===== config.mk =====
export PLATFORM = sky130hd
export DESIGN_NAME = xbar_link_tx
export DESIGN_NICKNAME = d
export VERILOG_FILES = /design/src/rtl/xbar_link_pkg.sv /design/src/rtl/xbar_link_tx_fifo.sv /design/src/rtl/xbar_link_tx.sv
export SDC_FILE = /design/constraint.sdc
export NUM_CORES = 1
export LEC_CHECK = 0
export CORE_MARGIN = 3
export CORE_UTILIZATION = 63
export DETAILED_ROUTE_END_ITERATION = 7
export DONT_BUFFER_PORTS = 1
export GPL_TIMING_DRIVEN = 0
export MAX_ROUTING_LAYER = met4
export PLACE_DENSITY = 0.79
export SETUP_SLACK_MARGIN = 0.3
export SLEW_MARGIN = 20
export SYNTH_ARGS = -nofsm -noshare
export SYNTH_HDL_FRONTEND = slang
export SYNTH_SLANG_ARGS = --single-unit

===== constraint.sdc =====
create_clock -name clk -period 2.65 [get_ports clk]
set_input_delay 0.3975 -clock clk [delete_from_list [all_inputs] [get_ports clk]]
set_output_delay 0.3975 -clock clk [all_outputs]
set_load 0.01 [all_outputs]

===== src/rtl/xbar_link_pkg.sv =====
// Shared constants, link register state type and parity helper for the crossbar link transmitter.
package xbar_link_pkg;

  localparam int LINK_DATA_W = 8;

  localparam logic SEL_CH0 = 1'b0;
  localparam logic SEL_CH1 = 1'b1;

  typedef enum logic {
    LINK_EMPTY = 1'b0,
    LINK_HELD  = 1'b1
  } link_state_e;

  // Odd parity bit: zero-extension does not change the ones count, so one width serves all callers.
  function automatic logic odd_parity(input logic [63:0] vec);
    return ~^vec;
  endfunction

endpackage


===== src/rtl/xbar_link_tx_fifo.sv =====
// Per-channel byte FIFO: power-of-two depth, wrapping pointers, occupancy counter,
// simultaneous push and pop allowed.
module link_fifo
  import xbar_link_pkg::*;
#(
  parameter int DATA_W     = LINK_DATA_W,
  parameter int FIFO_DEPTH = 4
) (
  input  logic              clk,
  input  logic              rst_n,
  input  logic              push,
  input  logic [DATA_W-1:0] push_data,
  input  logic              pop,
  output logic              full,
  output logic              empty,
  output logic [DATA_W-1:0] head
);

  localparam int PTR_W = $clog2(FIFO_DEPTH);
  localparam int CNT_W = PTR_W + 1;
  localparam logic [CNT_W-1:0] CNT_FULL = CNT_W'(FIFO_DEPTH);

  logic [DATA_W-1:0] mem_q [FIFO_DEPTH];
  logic [DATA_W-1:0] mem_d [FIFO_DEPTH];
  logic [PTR_W-1:0]  wr_ptr_q, wr_ptr_d;
  logic [PTR_W-1:0]  rd_ptr_q, rd_ptr_d;
  logic [CNT_W-1:0]  count_q, count_d;
  logic              do_push_s;
  logic              do_pop_s;

  assign full  = (count_q == CNT_FULL);
  assign empty = (count_q == {CNT_W{1'b0}});
  assign head  = mem_q[rd_ptr_q];

  // Next-state for storage, pointers and occupancy.
  always_comb begin
    mem_d     = mem_q;
    wr_ptr_d  = wr_ptr_q;
    rd_ptr_d  = rd_ptr_q;
    count_d   = count_q;
    do_push_s = push && !full;
    do_pop_s  = pop && !empty;

    if (do_push_s) begin
      mem_d[wr_ptr_q] = push_data;
      wr_ptr_d        = wr_ptr_q + PTR_W'(1);
    end else begin
      wr_ptr_d = wr_ptr_q;
    end

    if (do_pop_s) begin
      rd_ptr_d = rd_ptr_q + PTR_W'(1);
    end else begin
      rd_ptr_d = rd_ptr_q;
    end

    case ({do_push_s, do_pop_s})
      2'b10:   count_d = count_q + CNT_W'(1);
      2'b01:   count_d = count_q - CNT_W'(1);
      default: count_d = count_q;
    endcase
  end

  // State registers; reset flushes every entry so nothing stale can resurface.
  always_ff @(posedge clk) begin
    if (!rst_n) begin
      for (int i = 0; i < FIFO_DEPTH; i++) begin
        mem_q[i] <= {DATA_W{1'b0}};
      end
      wr_ptr_q <= {PTR_W{1'b0}};
      rd_ptr_q <= {PTR_W{1'b0}};
      count_q  <= {CNT_W{1'b0}};
    end else begin
      mem_q    <= mem_d;
      wr_ptr_q <= wr_ptr_d;
      rd_ptr_q <= rd_ptr_d;
      count_q  <= count_d;
    end
  end

endmodule


===== src/rtl/xbar_link_tx.sv =====
// Crossbar link transmitter: two channel FIFOs, round-robin arbiter, registered link output.
// Optional odd-parity output enabled by defining LINK_PARITY_EN.
module xbar_link_tx
  import xbar_link_pkg::*;
#(
  parameter int DATA_W     = LINK_DATA_W,
  parameter int FIFO_DEPTH = 4
) (
  input  logic              clk,
  input  logic              rst_n,
  input  logic [DATA_W-1:0] ch0_data,
  input  logic              ch0_valid,
  output logic              ch0_ready,
  input  logic [DATA_W-1:0] ch1_data,
  input  logic              ch1_valid,
  output logic              ch1_ready,
  output logic [DATA_W-1:0] link_data,
  output logic              link_sel,
  output logic              link_valid,
  input  logic              link_ready
`ifdef LINK_PARITY_EN
  ,
  output logic              link_parity
`endif
);

  logic              full0_s, empty0_s, pop0_s, push0_s;
  logic              full1_s, empty1_s, pop1_s, push1_s;
  logic [DATA_W-1:0] head0_s, head1_s;
  logic              load_s;
  logic              load_sel_s;

  link_state_e       state_q, state_d;
  logic [DATA_W-1:0] link_data_q, link_data_d;
  logic              link_sel_q, link_sel_d;
  logic              rr_last_q, rr_last_d;
`ifdef LINK_PARITY_EN
  logic              link_parity_q, link_parity_d;
`endif

  // Ready ignores any same-cycle pop and is held low throughout reset.
  assign ch0_ready = rst_n && !full0_s;
  assign ch1_ready = rst_n && !full1_s;
  assign push0_s   = ch0_valid && ch0_ready;
  assign push1_s   = ch1_valid && ch1_ready;
  assign pop0_s    = load_s && (load_sel_s == SEL_CH0);
  assign pop1_s    = load_s && (load_sel_s == SEL_CH1);

  link_fifo #(.DATA_W(DATA_W), .FIFO_DEPTH(FIFO_DEPTH)) u_fifo0 (
    .clk       (clk),
    .rst_n     (rst_n),
    .push      (push0_s),
    .push_data (ch0_data),
    .pop       (pop0_s),
    .full      (full0_s),
    .empty     (empty0_s),
    .head      (head0_s)
  );

  link_fifo #(.DATA_W(DATA_W), .FIFO_DEPTH(FIFO_DEPTH)) u_fifo1 (
    .clk       (clk),
    .rst_n     (rst_n),
    .push      (push1_s),
    .push_data (ch1_data),
    .pop       (pop1_s),
    .full      (full1_s),
    .empty     (empty1_s),
    .head      (head1_s)
  );

  // Arbiter: load whenever the link register is free or draining; ties go away from rr_last.
  always_comb begin
    load_s     = 1'b0;
    load_sel_s = SEL_CH0;
    if ((state_q == LINK_EMPTY) || link_ready) begin
      if (!empty0_s && !empty1_s) begin
        load_s     = 1'b1;
        load_sel_s = (rr_last_q == SEL_CH0) ? SEL_CH1 : SEL_CH0;
      end else if (!empty0_s) begin
        load_s     = 1'b1;
        load_sel_s = SEL_CH0;
      end else if (!empty1_s) begin
        load_s     = 1'b1;
        load_sel_s = SEL_CH1;
      end else begin
        load_s     = 1'b0;
        load_sel_s = SEL_CH0;
      end
    end else begin
      load_s     = 1'b0;
      load_sel_s = SEL_CH0;
    end
  end

  // Link register next state: load, drain to empty, or hold under backpressure.
  always_comb begin
    state_d       = state_q;
    link_data_d   = link_data_q;
    link_sel_d    = link_sel_q;
    rr_last_d     = rr_last_q;
`ifdef LINK_PARITY_EN
    link_parity_d = link_parity_q;
`endif
    case (state_q)
      LINK_EMPTY, LINK_HELD: begin
        if (load_s) begin
          state_d       = LINK_HELD;
          link_data_d   = (load_sel_s == SEL_CH1) ? head1_s : head0_s;
          link_sel_d    = load_sel_s;
          rr_last_d     = load_sel_s;
`ifdef LINK_PARITY_EN
          link_parity_d = odd_parity(64'({load_sel_s, link_data_d}));
`endif
        end else if ((state_q == LINK_HELD) && link_ready) begin
          state_d       = LINK_EMPTY;
`ifdef LINK_PARITY_EN
          link_parity_d = 1'b0;
`endif
        end else begin
          state_d = state_q;
        end
      end
      default: begin
        state_d = LINK_EMPTY;
      end
    endcase
  end

  // Link output and arbitration-history registers.
  always_ff @(posedge clk) begin
    if (!rst_n) begin
      state_q       <= LINK_EMPTY;
      link_data_q   <= {DATA_W{1'b0}};
      link_sel_q    <= SEL_CH0;
      rr_last_q     <= SEL_CH1;
`ifdef LINK_PARITY_EN
      link_parity_q <= 1'b0;
`endif
    end else begin
      state_q       <= state_d;
      link_data_q   <= link_data_d;
      link_sel_q    <= link_sel_d;
      rr_last_q     <= rr_last_d;
`ifdef LINK_PARITY_EN
      link_parity_q <= link_parity_d;
`endif
    end
  end

  assign link_valid = (state_q == LINK_HELD);
  assign link_data  = link_data_q;
  assign link_sel   = link_sel_q;
`ifdef LINK_PARITY_EN
  assign link_parity = link_parity_q;
`endif

endmodule


# Word level (Yosys, flattened, before mapping)
# Index checks and enable logic that the tools add are counted.
dict set report word_totals {
  reg_bits 89
  input_bits 21
}
dict set report classes {
  order_cmp 6
  reduce_logical 24
  add_sub_neg 8
  n_mux 25
  bitwise 6
  eq_ne 6
}
# operator n
set op_table {}
lappend op_table {{$bwmux W32} 2}
lappend op_table {{$mux W8} 7}
lappend op_table {{$bmux W8 S2} 2}
lappend op_table {{$demux W8 S2} 2}
lappend op_table {{$logic_and A1 B1 Y1} 14}
lappend op_table {{$ge A3 B3 Y1 const B} 4}
lappend op_table {{$not A2 Y3} 4}
lappend op_table {{$pmux W3 S2} 2}
lappend op_table {{$mux W1} 10}
lappend op_table {{$add A2 B1 Y2 const B} 4}
lappend op_table {{$add A3 B1 Y3 const B} 2}
lappend op_table {{$eq A3 B3 Y1 const B} 2}
lappend op_table {{$logic_not A3 Y1} 2}
lappend op_table {{$lt A3 B1 Y1 const B} 2}
lappend op_table {{$reduce_bool A2 Y1} 3}
lappend op_table {{$sub A3 B1 Y3 const B} 2}
lappend op_table {{$eq A2 B1 Y1 const B} 2}
lappend op_table {{$eq A2 B2 Y1 const B} 2}
lappend op_table {{$logic_not A1 Y1} 4}
lappend op_table {{$not A1 Y1} 2}
lappend op_table {{$logic_or A1 B1 Y1} 1}

# Logic depth before layout (Yosys ltp)
# Gate-level depths: netlist of run 1.
dict set report depth {
  word_depth 10
  mapped_depth 10
  mapped_depth_nobuf 9
}

# Modules after synthesis
# Synthesis of run 1 repeated with hierarchy kept, for this count alone.
dict set report hier_totals {
  cells_unflattened 412
  hier_area_um2 4159.0
}
# mod area_each_um2 cells_each instances
set by_module_without_submodules {}
lappend by_module_without_submodules {link_fifo 1773.0 172 2}
lappend by_module_without_submodules {xbar_link_tx 613.1 68 1}

# Worst setup path after synthesis of run 1
# Ideal clock, no wire load.
dict set report synth_timing {
  path_type {register to register}
  startpoint {register u_fifo0.count_q[0]}
  endpoint {register u_fifo0.count_q[2]}
  slack_ns 0.290
  period_less_slack_ns 2.360
  path_stages_with_launch 11
  setup_time_ns 0.076
  path_buffers 1
  t_arrival_ns 2.285
  t_required_ns 2.574
  cell_sequence {dfxtp_1 -> o31ai_1 -> nand3_2 -> buf_6 -> inv_1 -> nor2_1 -> ha_1 -> fa_1 -> xnor2_1 -> or3_1 -> a21boi_0}
}
dict set report synth_between {
  elab_chain_len 10
}
# item line_no
set synth_lines {}
lappend synth_lines {{start, declared} xbar_link_tx_fifo.sv:27} ;# logic [CNT_W-1:0] count_q, count_d;
lappend synth_lines {{start signal, assigned} xbar_link_tx_fifo.sv:72} ;# count_q <= {CNT_W{1'b0}};
lappend synth_lines {{start signal, assigned} xbar_link_tx_fifo.sv:77} ;# count_q <= count_d;
lappend synth_lines {{$logic_not A3 Y1 *} xbar_link_tx_fifo.sv:32} ;# assign empty = (count_q == {CNT_W{1'b0}});
lappend synth_lines {{$logic_not A1 Y1} {xbar_link_tx_fifo.sv:42, xbar_link_tx.sv:76}}
lappend synth_lines {{$logic_and A1 B1 Y1} xbar_link_tx.sv:76} ;# if (!empty0_s && !empty1_s) begin
lappend synth_lines {{$mux W1} xbar_link_tx.sv:76}
lappend synth_lines {{$mux W1} xbar_link_tx.sv:75} ;# if ((state_q == LINK_EMPTY) || link_ready) begin
lappend synth_lines {{$not A1 Y1} xbar_link_tx.sv:46} ;# assign pop0_s = load_s && (load_sel_s == SEL_CH0);
lappend synth_lines {{$logic_and A1 B1 Y1} xbar_link_tx.sv:46}
lappend synth_lines {{$logic_and A1 B1 Y1 *} xbar_link_tx_fifo.sv:42} ;# do_pop_s = pop && !empty;
lappend synth_lines {{via u_fifo0.do_pop_s} xbar_link_tx_fifo.sv:29} ;# logic do_pop_s;
lappend synth_lines {{$eq A2 B1 Y1 or $eq A2 B2 Y1 (tied branches)} xbar_link_tx_fifo.sv:57} ;# case ({do_push_s, do_pop_s})
lappend synth_lines {{$pmux W3 S2 or $reduce_bool A2 Y1 (tied branches)} --}
# Mark *: on every way through the listed nets, which the timed path passes. The rest lies on a longest branch.
# A chain may end at the register's enable or synchronous reset.

# Worst setup path in the final report of run 1
# Same ends and word-level chain as after synthesis.

==> results of run 1 <==
==> state kept, by name, indices dropped and copies added, names as in the netlist, 2 cells and up <==
name,cells
u_fifo0.wr_ptr_q,2
u_fifo0.count_q,3
link_data,8
u_fifo1.rd_ptr_q,2
u_fifo0.rd_ptr_q,2
u_fifo1.count_q,3
u_fifo0.mem_q,32
u_fifo1.mem_q,32
u_fifo1.wr_ptr_q,2
==> per-stage QoR <==
step / setup WS [ps] / cells
after floorplan: 345 / 364
after global placement: 130 / 441
after detailed placement: 109 / 441
after CTS: 309 / 459
after global routing: 265 / 462
final: 376 / 462
==> timing repair <==
| item | CTS | global route |
|---|---|---|
| endpoints found under the setup margin | 2 | 2 |
| buffers inserted | 3 | 3 |
| pin swaps | 2 | 2 |
| resized for setup | 10 | 6 |
==> logic make-up (layout without fill, tap and decap cells) <==
group | after synthesis | in the layout | synth area share
xor+xnor | 9 | 9 | 0.0187
mux | 89 | 89 | 0.258
buf+inv | 31 | 52 | 0.0376
fa+ha+maj | 12 | 12 | 0.0391
simple gates | 104 | 104 | 0.184
flops | 89 | 89 | 0.422
compound gates | 30 | 30 | 0.0400
==> critical path: cells and delay by family, from the launching register on <==
family | cells | cell delay [ps]
AO/OA/AOI/OAI | 2 | 470
XOR/XNOR | 1 | 140
adder cells (fa/ha/maj) | 2 | 540
buffers and inverters | 2 | 210
flip-flops | 1 | 370
AND/OR/NAND/NOR | 3 | 480
==> where the power goes <==
part | switching [µW] | internal, µW
sequential | 142 | 1500
clock | 446 | 389
combinational | 669 | 649
total | 1260 | 2530
==> metal layers <==
layer  up-vias  wire, µm  track usage
met5         -         0            -
met4         0       100       0.0725
met3         8       400       0.0800
met2        34      4000        0.383
met1      1268      3800        0.296
li1       1309         -            -
==> placed cells by master, fill, tap and decap left out, drive strengths merged <==
cell     count
dfxtp       89
mux2i       73
nor2b       65
clkbuf      24
mux4        16
buf         16
o21ai       14
and2        10
inv         10
ha          10
a21oi        9
nand4        9
xnor2        8
nand3        6
a21boi       4
or3          4
nand2        3
nor2         2
or3b         2
fa           2
clkinv       2
nand2b       1
o31ai        1
o21a         1
nor3         1
o2111ai      1
xor2         1
and3b        1
==> final cells by class <==
class / instances / area, µm² / share of cell area
Buffer: 21 / 125 / 0.0273
Timing Repair Buffer: 6 / 45.0 / 0.00982
Sequential cell: 89 / 1790 / 0.390
Inverter: 10 / 37.5 / 0.00818
Clock inverter: 2 / 13.8 / 0.00300
Tap cell: 77 / 96.3 / 0.0210
Clock buffer: 13 / 159 / 0.0346
Multi-Input combinational cell: 244 / 2320 / 0.506
==> worst max path at each step <==
stage               depth (start not counted)          startpoint  slack (ps)                 end
finish                                     10  u_fifo0.count_q[0]         380  u_fifo0.count_q[2]
floorplan                                  10  u_fifo0.count_q[0]         340  u_fifo0.count_q[2]
CTS                                         9  u_fifo1.count_q[2]         310  u_fifo1.count_q[2]
detailed placement                         10  u_fifo0.count_q[0]         110  u_fifo0.count_q[2]
global placement                           10  u_fifo0.count_q[0]         130  u_fifo0.count_q[2]
global route                                9  u_fifo1.count_q[0]         260  u_fifo1.count_q[2]
==> impl_metrics.py, run 1 <==
metrics = {
    "cts": {
        "ctsRootBufferMaster": "clkbuf_8",
        "clk-insertion-delay-late_ps": 340,
        "cts_buffers": 9,
        "cts_tree": "built",
        "ctsHoldBuffers": 0,
        "h-tree-depth": 3,
        "clock-sinks": 89,
        "clock_path_buffers": 2,
        "path_clk_slew_ps": 80,
    },
    "routing": {
        "vias": 2619,
        "first_pass_iters": 4,
        "routed_wl_mm": 8.29,
        "drc": 0,
        "wl_per_cell_um": 17.9,
        "drt_iter0_drc": 223,
        "avgViaCountPerCell": 5.67,
        "ant_nets": 0,
    },
    "floorplanning": {
        "initial_core_util": 0.657,
        "design.die.area_um2": 7720,
        "die_w_um": 87.9,
        "rows": 29,
        "io_pins": 33,
        "core_um2": 6420,
        "die_y_um": 87.9,
    },
    "logic_synthesis": {
        "synth_area_um2": 4220,
        "synth_edf_count": 0,
        "yosys_warnings": 0,
        "syn_nets": 397,
        "syn_area_per_cell_um2": 11.6,
        "yosys.area.top_type": "dfxtp_1",
        "syn_inst": 364,
        "synthFlopType": "dfxtp_1",
        "synth_area_leaders": "dfxtp_1, mux2i_1, nor2b_1",
        "synth_cell_types": 33,
        "synth-async-reset-ratio": 0,
        "yosysMostFrequentCell": "dfxtp_1",
        "synth.top_cell.area_share": 0.422,
        "synth_common_cells": "dfxtp_1, mux2i_1, nor2b_1",
        "seq_area_frac_synth": 0.422,
        "ys_ff_latch": 89,
    },
    "setup_path": {
        "worstPathCellList": "o31ai_4, nand3_4, buf_8, inv_2, nor2_1, ha_2, fa_2, xnor2_1, or3_1, a21boi_1",
        "crit_type": "reg -> reg",
        "critPathMaxStageDelay_ps": 370,
        "crit_arrival_ps": 2540,
        "cp-end-kind": "flip-flop",
        "reg2reg_depth": 10,
        "r2r-end": "u_fifo0.count_q[2]",
        "crit_required_ps": 2920,
        "cp_slowest_cell": "dfxtp_4",
        "rrSetupSlack_ps": 380,
        "startpoint_type": "flip-flop",
        "crit_fanout": 4,
        "worstReg2RegStart": "u_fifo0.count_q[0]",
    },
    "worst_hold_path": {
        "hold_class": "in -> reg",
        "holdPathEnd": "u_fifo0.mem_q[30]",
        "min_from": "ch0_data[6]",
        "holdPathStages": 2,
    },
    "sta": {
        "hold_viol": 0,
        "whs_ps": 217,
        "slew_violations": 0,
        "fin_crit_sh": 0.858,
        "timing.slew.headroom": 0.568,
        "fin_skew_ps": 6.38,
        "timing.fmax_mhz": 440,
        "setup_violations": 0,
        "fin_setup_tns_ps": 0,
        "period_needed_ps": 2270,
        "worstMarginPinSlew_ps": 648,
        "rsz0062_at_grt": "true",
    },
    "pwr": {
        "p_leak_uw": 0.00204,
        "p_per_area_nw_per_um2": 826,
        "max-vdd-ir-drop_mv": 0.429,
        "finalPower_uw": 3790,
    },
    "global_route": {
        "antenna_found_initial": 0,
        "overflow": 0,
        "grtUsageTotal": 0.242,
        "grt_pass1_wl_mm": 13.6,
        "grt_max_degree": 14,
        "grt_pass1_vias": 2687,
    },
    "final_layout": {
        "fill_cells": 464,
        "drive_gt1_frac": 0.179,
        "fin_area_um2": 4590,
        "num_antenna_cells": 0,
        "nets": 414,
        "area_growth_pct": 8.65,
        "fin_util": 0.714,
    },
    "job": {
        "cap_violations": 0,
    },
    "run_status": {
        "status": "finished clean",
    },
    "placed_design": {
        "hpwlAfterDp_mm": 5.79,
        "placed_area_um2": 4320,
        "portBuffers": 0,
        "gp_congestion": 0.789,
    },
}
Note: power is estimated with default switching activity, not from simulation.
==> inputs of run 2 (changes only) <==
Settings changed: CORE_MARGIN 3 to 2.
==> run 2 against run 1 <==
The flow now finishes with violations (design-rule violations). Count of clock-buffer cells in the layout is 4 lower. Cell area is 0.57% higher. Global-route usage is 0.49 points higher. Hold slack worse by 12 ps. Power is 2.7% higher. Sequential power hardly changed.
==> impl_metrics.py, run 2 (synthesis gave the netlist of run 1 again) <==
metrics = {
    "run_status": {
        "status": "finished with violations",
        "violations": "design-rule violations",
    },
    "setup_path": {
        "startpoint_type": "flip-flop",
        "cp-end-kind": "flip-flop",
        "crit_type": "reg -> reg",
        "crit_fanout": 3,
        "crit_arrival_ps": 2530,
        "worstReg2RegStart": "u_fifo0.count_q[0]",
        "startpoint": "u_fifo0.count_q[0]",
        "crit_required_ps": 2930,
    },
    "sta": {
        "fin_setup_tns_ps": 0,
        "hold_viol": 0,
        "setup_violations": 0,
        "fin_crit_sh": 0.846,
        "whs_ps": 204,
        "timing.fmax_mhz": 446,
        "timing.slew.headroom": 0.568,
        "slew_violations": 0,
        "period_needed_ps": 2240,
        "fin_skew_ps": 6.49,
        "worstMarginPinSlew_ps": 647,
        "rsz0062_at_grt": "false",
    },
    "floorplanning": {
        "design.die.area_um2": 7370,
        "rows": 29,
        "core_um2": 6420,
        "io_pins": 33,
        "die_y_um": 85.9,
        "die_w_um": 85.9,
        "initial_core_util": 0.657,
    },
    "worst_hold_path": {
        "hold_class": "in -> reg",
        "min_from": "ch0_data[6]",
    },
    "final_layout": {
        "final_common_cell": "dfxtp_1",
        "num_antenna_cells": 0,
        "final_cell_mix": "dfxtp_1, mux2i_1, nor2b_1",
        "area_growth_pct": 9.28,
        "drive_gt1_frac": 0.187,
        "nets": 413,
    },
    "global_route": {
        "grt_pass1_wl_mm": 13.5,
        "grt_pass1_vias": 2716,
        "overflow": 0,
        "antenna_found_initial": 0,
        "grtUsageTotal": 0.247,
        "grt_max_degree": 16,
    },
    "cts": {
        "clk-insertion-delay-late_ps": 360,
        "h-tree-depth": 3,
        "clock-sinks": 89,
        "ctsHoldBuffers": 0,
        "cts_buffers": 9,
        "ctsRootBufferMaster": "clkbuf_8",
        "clock_path_buffers": 2,
        "cts_tree": "built",
        "path_clk_slew_ps": 90,
    },
    "pwr": {
        "p_int_uw": 2590,
        "p_clk_frac": 0.236,
        "power_switching_uw": 1300,
        "max-vdd-ir-drop_mv": 0.434,
        "combPwrFrac": 0.344,
        "p_per_area_nw_per_um2": 844,
        "p_seq_frac": 0.421,
        "p_leak_uw": 0.00205,
        "p_sw_frac": 0.334,
    },
    "routing": {
        "avgViaCountPerCell": 5.75,
        "ant_nets": 0,
        "first_pass_iters": 6,
        "top_layer": "met4",
        "wl_met2_mm": 4.04,
        "wl_per_cell_um": 17.8,
        "wl_met1_mm": 3.59,
        "routed_wl_mm": 8.21,
        "wl_met3_um": 405,
        "drt_iter0_drc": 77,
        "drc": 1,
        "vias": 2657,
    },
    "placed_design": {
        "hpwlAfterDp_mm": 5.71,
        "portBuffers": 0,
        "gp_congestion": 0.838,
    },
    "job": {
        "cap_violations": 0,
    },
}
==> run 2: cell count changes in the layout (fill, tap and decap cells not counted) <==
cell	previous run	this run
dfxtp_2	3	4
buf_4	8	7
a21boi_1	1	2
a21boi_0	3	2
ha_2	2	1
clkinv_2	1	3
clkbuf_1	13	11
clkbuf_8	11	9
clkinv_4	1	3
bufinv_16	0	1
dfxtp_1	85	84
ha_4	0	1
==> run 2: per-layer routing <==
layer | up-vias | GRT usage
met4 | 0 | 0.102
met5 | - | -
met1 | 1288 | 0.315
met3 | 18 | 0.0481
li1 | 1302 | -
met2 | 49 | 0.388
==> run 2: layout make-up <==
type                       instances  area (µm²)
tap                               77        96.3
clock buffer                       9         124
clock inverter                     7        71.3
timing repair buffer               5        37.5
buffer                            21         125
inverter                          10        37.5
sequential                        89        1790
fill                             474        1810
multi-input combinational        244        2330
==> run 2: power by group through the flow <==
stage               Clock (µW)  Combinational [µW]  Sequential, µW
finish                     917                1340            1640
global route               999                1470            1660
CTS                        939                1270            1640
detailed placement           0                1160            1660
global placement             0                1130            1650
floorplan                    0                 971            1620
==> run 2: what timing repair did <==
item                       4_1_cts  5_1_grt
buffers inserted                 3        2
setup endpoints to repair        2        2
gates resized for setup          9       10
pin swaps                        2        4
==> run 2: stage by stage <==
stage	area [µm²]	cells	util	total power, µW	worst slack [ps]
after global placement	4320	441	0.673	2790	130
after global routing	4610	462	0.718	4130	301
after floorplan	4230	364	-	2590	345
after CTS	4580	460	0.712	3850	302
after detailed placement	4320	441	0.673	2820	113
final	4610	462	0.718	3890	408
==> run 2: worst paths after layout <==
check / end / slack, ps / cells after the start
worst min-delay path: u_fifo0.mem_q[30] / 200 / 2
worst max-delay path: u_fifo0.count_q[2] / 410 / 10
worst min register to register: link_sel / 510 / 2
worst max register to register: u_fifo0.count_q[2] / 410 / 10
==> run 2: worst max-delay path, cell delays in order, from the launching register on <==
cell      delay [ps]
dfxtp_4          360
o31ai_4          300
nand3_4          120
buf_8            150
inv_2             70
nor2_1            60
ha_2             190
fa_2             340
xnor2_1          130
or3_1            300
a21boi_1         140
==> inputs of run 3 (changes only) <==
Clock period 2.65 ns to 2.1 ns, I/O delays scaled along.
==> run 3 against run 2 <==
The run ends with design-rule violations, negative setup slack left. Wire length increased by 3.9%. First-iteration DRC count increased by 43%. Register-to-register slack got worse by 500 ps. Sequential cell count did not move. Hold slack lost 86 ps. Via count increased by 3.7%. Critical path depth is the same. Cell count grew 1.9%. Non-clock buffer count grew 9. Utilization grew 2.4 points. Critical endpoint is now u_fifo1.count_q[2]. Global-route usage is 1.5 points higher.
==> impl_metrics.py, run 3 (synthesis gave the netlist of run 1 again) <==
metrics = {
    "global_route": {
        "grtUsageTotal": 0.263,
        "grt_pass1_wl_mm": 14.5,
        "antenna_found_initial": 0,
        "grt_max_degree": 16,
        "grt_pass1_vias": 2909,
        "grtUsageMet1": 0.327,
        "top_usage_layer": "met2",
        "grt_use_met3": 0.0520,
        "grt_use_met2": 0.424,
        "overflow": 0,
    },
    "routing": {
        "routed_wl_mm": 8.53,
        "ant_nets": 0,
        "drc": 2,
        "wl_per_cell_um": 18.1,
        "first_pass_iters": 8,
        "drt_iter0_drc": 110,
        "vias": 2755,
        "avgViaCountPerCell": 5.85,
    },
    "run_status": {
        "violations": "design-rule violations, negative setup slack",
        "status": "finished with violations",
    },
    "setup_path": {
        "rrSetupSlack_ps": -100,
        "r2r-end": "u_fifo1.count_q[2]",
        "worstSetupEndpoint": "u_fifo1.count_q[2]",
        "crit_arrival_ps": 2480,
        "startpoint": "u_fifo0.count_q[2]",
        "cp-end-kind": "flip-flop",
        "reg2reg_depth": 10,
        "worstReg2RegStart": "u_fifo0.count_q[2]",
        "crit_required_ps": 2380,
        "startpoint_type": "flip-flop",
        "crit_fanout": 5,
        "crit_type": "reg -> reg",
    },
    "job": {
        "cap_violations": 0,
    },
    "sta": {
        "timing.fmax_mhz": 455,
        "worstMarginPinSlew_ps": 607,
        "timing.slew.headroom": 0.596,
        "setup_violations": 2,
        "fin_skew_ps": 8.42,
        "slew_violations": 0,
        "rsz0062_at_grt": "true",
        "postLayoutSetupSlackWorst_ps": -96.0,
        "hold_viol": 0,
        "period_needed_ps": 2200,
        "fin_crit_sh": 1.05,
    },
    "final_layout": {
        "num_antenna_cells": 0,
        "area_growth_pct": 13.0,
        "register_area_um2": 1800,
        "multi_input_area_um2": 2390,
        "fin_util": 0.742,
        "final_common_cell": "dfxtp_1",
        "fill_cells": 449,
        "final_cell_mix": "dfxtp_1, mux2i_1, nor2b_1",
        "drive_gt1_frac": 0.228,
        "fin_area_um2": 4770,
        "nets": 422,
    },
    "cts": {
        "cts_buffers": 9,
        "path_clk_slew_ps": 90,
        "h-tree-depth": 3,
        "cts_tree": "built",
        "clk-insertion-delay-late_ps": 360,
        "clock_path_buffers": 2,
        "clock-sinks": 89,
        "ctsRootBufferMaster": "clkbuf_8",
    },
    "placed_design": {
        "hpwlAfterDp_mm": 5.86,
        "gp_congestion": 0.842,
        "placed_area_um2": 4380,
        "portBuffers": 0,
    },
    "pwr": {
        "max-vdd-ir-drop_mv": 0.528,
        "p_leak_uw": 0.00210,
        "finalPower_uw": 5130,
        "p_per_area_nw_per_um2": 1080,
    },
    "floorplanning": {
        "die_y_um": 85.9,
        "io_pins": 33,
        "design.die.area_um2": 7370,
        "initial_core_util": 0.657,
        "rows": 29,
        "die_w_um": 85.9,
        "core_um2": 6420,
    },
    "worst_hold_path": {
        "holdPathStages": 2,
        "hold_class": "in -> reg",
    },
}
-- run 3: worst min-delay path by stage --
stage | startpoint | endpoint | slack (ps)
floorplan | u_fifo1.count_q[2] | u_fifo1.count_q[2] | 470
global placement | ch0_data[1] | u_fifo0.mem_q[1] | 480
detailed placement | ch1_data[0] | u_fifo1.mem_q[8] | 490
CTS | ch0_data[5] | u_fifo0.mem_q[21] | 110
global route | ch0_data[2] | u_fifo0.mem_q[26] | 120
finish | ch0_data[6] | u_fifo0.mem_q[6] | 120
-- run 3: cell type report --
cell class,instances,area share
buffer,21,0.0278
clock buffer,10,0.0268
clock inverter,6,0.00945
inverter,10,0.0105
multi-input combinational,244,0.501
sequential,89,0.377
tap,77,0.0202
timing repair buffer,14,0.0268
-- run 3: where the power goes --
part | leakage [µW] | internal [µW] | total [µW] | switching (µW)
registers | 0.000727 | 1900 | 2080 | 185
logic | 0.00129 | 1030 | 1990 | 959
clock network | 0.0000785 | 432 | 1060 | 629
total | 0.00210 | 3360 | 5130 | 1770
-- run 3: what timing repair did --
item | in CTS | in global routing
setup endpoints to repair | 5 | 39
setup buffers | 9 | 5
hold buffers | 0 | 0
resized for setup | 18 | 15
pin swaps | 7 | 7
-- run 3: critical path, stage by stage (launching register included) --
cell      delay, ps
dfxtp_2         360
o31ai_4         310
nand3_4         140
buf_12          170
clkinv_8         50
ha_4            120
inv_2            40
fa_2            350
xor2_1          160
or3_1           300
a21boi_1        130
-- run 3: metal layers --
layer	wire, µm	vias up
met5	0	-
met4	165	0
met3	402	15
met2	4130	61
met1	3830	1355
li1	-	1324
-- run 3: metrics by stage --
step	setup slack, ps	hold WS, ps	std cells	TNS [ps]
after global placement	-201	484	441	-455
final	-96.0	118	471	-186
after floorplan	-24.9	470	364	-24.9
after detailed placement	-213	492	441	-583
after CTS	-92.1	113	466	-151
after global routing	-179	115	471	-419
